<file path="config.mk">
export PLATFORM = sky130hd
export DESIGN_NAME = pc_sequencer
export DESIGN_NICKNAME = d
export VERILOG_FILES = /design/src/rtl/pc_sequencer.sv
export SDC_FILE = /design/constraint.sdc
export NUM_CORES = 1
export LEC_CHECK = 0
export BUFFER_PORTS_ARGS = -buffer_cell sky130_fd_sc_hd__buf_4
export CORE_UTILIZATION = 55
export DETAILED_ROUTE_END_ITERATION = 10
export PLACE_DENSITY = 0.81
export SLEW_MARGIN = 20
export SYNTH_ARGS = -nofsm -noshare
export SYNTH_HDL_FRONTEND = slang
export SYNTH_SLANG_ARGS = --single-unit
</file>
<file path="constraint.sdc">
create_clock -name clk -period 3.4 [get_ports clk]
set_clock_uncertainty 0.1 [all_clocks]
set_input_delay 0 -clock clk [delete_from_list [all_inputs] [get_ports clk]]
set_output_delay 0 -clock clk [all_outputs]
set_load 0.005 [all_outputs]
</file>
<file path="src/rtl/pc_sequencer.sv">
// Program-counter sequencer for instruction fetch: hold / increment / load,
// exception redirect, and a circular return-address stack for call/return.
module pc_sequencer #(
   parameter int unsigned       ADDR_W    = 10,
   parameter int unsigned       RAS_DEPTH = 4,
   parameter logic [ADDR_W-1:0] RESET_VEC = '0,
   parameter logic [ADDR_W-1:0] EXC_VEC   = ADDR_W'(10'h3F0)
) (
   input  logic              clk,
   input  logic              rst,
   input  logic              en,
   input  logic              exc,
   input  logic              load_pc,
   input  logic [ADDR_W-1:0] pc_new,
   input  logic              call,
   input  logic              ret,
   output logic [ADDR_W-1:0] pc,
   output logic [ADDR_W-1:0] pc_4,
   output logic [ADDR_W-1:0] ras_top,
   output logic              ras_empty,
   output logic              ras_full,
   output logic              ras_ovf,
   output logic              ras_udf
);

   localparam int unsigned      PTR_W   = (RAS_DEPTH > 1) ? $clog2(RAS_DEPTH) : 1;
   localparam int unsigned      CNT_W   = $clog2(RAS_DEPTH + 1);
   localparam logic [CNT_W-1:0] CNT_MAX = CNT_W'(RAS_DEPTH);

   logic [ADDR_W-1:0] pc_q, pc_d;
   logic [ADDR_W-1:0] stack_q [RAS_DEPTH];
   logic [PTR_W-1:0]  top_q, top_d;
   logic [CNT_W-1:0]  cnt_q, cnt_d;
   logic              ovf_q, ovf_d;
   logic              udf_q, udf_d;
   logic              push_we;

   assign pc        = pc_q;
   assign pc_4      = pc_q + ADDR_W'(1);
   assign ras_empty = (cnt_q == '0);
   assign ras_full  = (cnt_q == CNT_MAX);
   assign ras_top   = ras_empty ? '0 : stack_q[top_q];
   assign ras_ovf   = ovf_q;
   assign ras_udf   = udf_q;

   // top_q always names the newest entry; a full push simply advances it and
   // lands on the oldest slot, so the count saturates while LIFO order holds.
   always_comb begin
      pc_d    = pc_q;
      top_d   = top_q;
      cnt_d   = cnt_q;
      ovf_d   = ovf_q;
      udf_d   = udf_q;
      push_we = 1'b0;
      if (en) begin
         if (exc) begin
            pc_d  = EXC_VEC;
            cnt_d = '0;
         end else if (load_pc) begin
            pc_d = pc_new;
            if (call) begin
               push_we = 1'b1;
               top_d   = top_q + PTR_W'(1);
               if (ras_full) begin
                  ovf_d = 1'b1;
               end else begin
                  cnt_d = cnt_q + CNT_W'(1);
               end
            end
         end else if (ret) begin
            if (!ras_empty) begin
               pc_d  = stack_q[top_q];
               top_d = top_q - PTR_W'(1);
               cnt_d = cnt_q - CNT_W'(1);
            end else begin
               pc_d  = pc_4;
               udf_d = 1'b1;
            end
         end else begin
            pc_d = pc_4;
         end
      end
   end

   always_ff @(posedge clk) begin
      if (rst) begin
         pc_q  <= RESET_VEC;
         top_q <= '0;
         cnt_q <= '0;
         ovf_q <= 1'b0;
         udf_q <= 1'b0;
         for (int unsigned i = 0; i < RAS_DEPTH; i++) begin
            stack_q[i] <= '0;
         end
      end else begin
         pc_q  <= pc_d;
         top_q <= top_d;
         cnt_q <= cnt_d;
         ovf_q <= ovf_d;
         udf_q <= udf_d;
         if (push_we) begin
            stack_q[top_d] <= pc_4;
         end
      end
   end

endmodule

</file>
==> flow_metrics.py <==
metrics = {
    "outcome": {
        "outcome": "finished clean",
    },
    "placement": {
        "routabilityCongestion": 0.856,
        "pre_cts_slack_ps": 971,
        "dp_hpwl_um": 5420,
        "io_buffers": 50,
    },
    "critical_path": {
        "worst_path_largest_cell_delay_ps": 570,
        "crit_required_ps": 3300,
        "worstSetupPathType": "flip-flop to output port",
        "end_kind": "output port",
        "slowest_stage": "dfxtp_1",
        "start_kind": "flip-flop",
        "worst-path-max-fanout": 10,
        "critical_path_arrival_ps": 2400,
        "cp_cell_sequence": "ha_1, nand3_1, o21a_1, nor2_1, inv_1, buf_4",
    },
    "synthesis": {
        "synth-simple-area-share_pct": 22.2,
        "avgSynthCellArea_um2": 10.7,
        "syn-num-nets": 307,
        "syn-instance-count": 288,
        "synth-compound-area-share_pct": 12.2,
        "yosys_warnings": 0,
        "syn_area_um2": 3090,
        "async_reset_ff_share_pct": 0,
        "synth-adder-area-share_pct": 1.05,
        "synth_area_leaders": "edfxtp_1, dfxtp_1, mux4_2",
        "ys.flop_type": "edfxtp_1",
        "yosysTopAreaCellShare_pct": 38.8,
        "synth-edff-count": 40,
        "synth.area.mux_share_pct": 7.28,
        "synth.distinct_cells": 59,
        "synth_seq_cells": 57,
        "yosys.area_share.xor_xnor_pct": 1.13,
        "yosysMostFrequentCell": "edfxtp_1",
        "netlist_top_cells_count": "edfxtp_1, nor2_2, nor2_1",
        "synth_top_family_by_area": "simple AND/OR/NAND/NOR gates",
        "ys_seq_area_share_pct": 49.8,
        "synth_largest_area_cell": "edfxtp_1",
    },
    "power": {
        "p_per_area_nw_per_um2": 431,
        "ir_worst_vdd_mv": 0.346,
        "p_leak_nw": 1.43,
    },
    "sta": {
        "setup_tns_ps": 0,
        "slew_headroom_pct": 43.8,
        "tightest_slew_ps": 842,
        "period_minus_slack_ps": 2500,
        "period_share_pct": 73.6,
        "rsz0062_at_grt": "false",
        "setup_viol": 0,
        "setup_slack_ps": 898,
        "finalMaxSlewViolations": 0,
        "hold_viol_final": 0,
        "fmax_mhz": 400,
        "fin_hold_ws_ps": 17.6,
    },
    "grt": {
        "grt_max_degree": 17,
        "grt_pass1_wl_um": 12500,
        "grt-ovfl-total": 0,
        "antenna_found_initial": 0,
        "grt_usage_pct": 28.4,
        "grt_pass1_vias": 2431,
    },
    "clock_tree": {
        "cts-root-buf": "clkbuf_8",
        "cts_tree": "done",
        "clk_transition_reported_paths_ps": 70,
        "cts.sinks": 57,
        "post_cts_buffers": 0,
        "insertion_delay_ps": 340,
        "cts_made_buffers": 9,
        "htree_num_levels": 3,
        "clk_path_buf_depth": 2,
    },
    "die": {
        "die_x_um": 77.0,
        "die_h_um": 77.0,
        "io_pins": 51,
        "die-area_um2": 5930,
        "rows": 26,
        "start_util_pct": 58.7,
        "core_area_um2": 5270,
    },
    "hold_path": {
        "hold_class": "input port to flip-flop",
    },
    "layout": {
        "diodes": 0,
        "fin_nets": 365,
        "fill_cells": 386,
        "syn_to_final_growth_pct": 21.7,
        "final_util_pct": 71.4,
        "drive_above_1_share_pct": 32.8,
    },
    "run": {
        "cap_violations": 0,
    },
    "route": {
        "routedWlPerCell_um": 18.3,
        "drc": 0,
        "ant_nets": 0,
        "finalWirelength_um": 7710,
        "avgViaCountPerCell": 5.95,
        "num_vias": 2507,
        "drt_iter0_drc": 313,
        "dr.pass1.iters": 5,
    },
}
-- timing repair --
item	4_1_cts	5_1_grt
resized for setup	0	0
endpoints found under the setup margin	0	0
endpoints found under the hold margin	12	0
hold buffers	11	0
-- cell families after synthesis --
kind of cell    count (synthesis)
xor+xnor                        4
fa+ha+maj                       2
simple gates                  125
mux                            10
flops                          57
buf+inv                        38
compound gates                 52
-- metrics by stage --
step | instances | total power, mW | area (um2)
global route | 421 | 1.67 | 3760
floorplan | 288 | 0.917 | 3090
finish | 421 | 1.62 | 3760
CTS | 421 | 1.62 | 3760
detailed placement | 394 | 1.00 | 3470
global placement | 394 | 1.00 | 3470
-- critical path: cells and delay by family, from the launching register on --
kind | cells | cell delay [ps]
AOI/OAI and AO/OA | 1 | 270
and+or+nand+nor | 2 | 660
adders and majority gates | 1 | 320
DFF | 1 | 570
buffers and inverters | 2 | 240
-- area by class of cell --
type                       count  area (um2)  share of cell area, %
clock buffer                  11         131                   3.49
clock inverter                 5        56.3                   1.50
inverter                      20        75.1                   1.99
multi-input combinational    193        1360                   36.1
sequential                    57        1540                   40.9
tap                           70        87.6                   2.33
timing repair buffer          65         515                   13.7
-- path summary, 6_finish.rpt --
check                 from             to  slack, ps  depth (start not counted)
setup / recovery     pc[0]        pc_4[8]        900                          6
hold / removal     load_pc        ras_udf         20                          4
setup reg to reg  cnt_q[2]  stack_q[1][8]        960                          5
hold reg to reg    ras_udf        ras_udf        380                          2
-- registers in the layout, summed over array words and instances (netlist names) --
name	count
cnt_q	3
pc	10
ras_ovf	1
ras_udf	1
stack_q	40
top_q	2
-- cells in the final DEF (no fill, tap or decap), drive strengths merged, types with 13 or more instances in the layout --
cell and count:
nor3 14, nor2 55, edfxtp 40, buf 54, dfxtp 17, nor2b 13
o21ai 14, inv 19, nand2 15
-- power breakdown --
group | switching [mW] | internal (mW)
combinational | 0.108 | 0.0948
clock | 0.285 | 0.337
sequential | 0.0294 | 0.770
total | 0.422 | 1.20
-- per-layer routing --
layer	global-route usage (%)	vias to the layer above	routed length, um
li1	-	1162	-
met1	36.3	1169	3120
met4	13.8	0	185
met5	0	-	0
met2	45.6	153	3720
met3	6.55	23	684
Power figures use the tool's default switching activity.
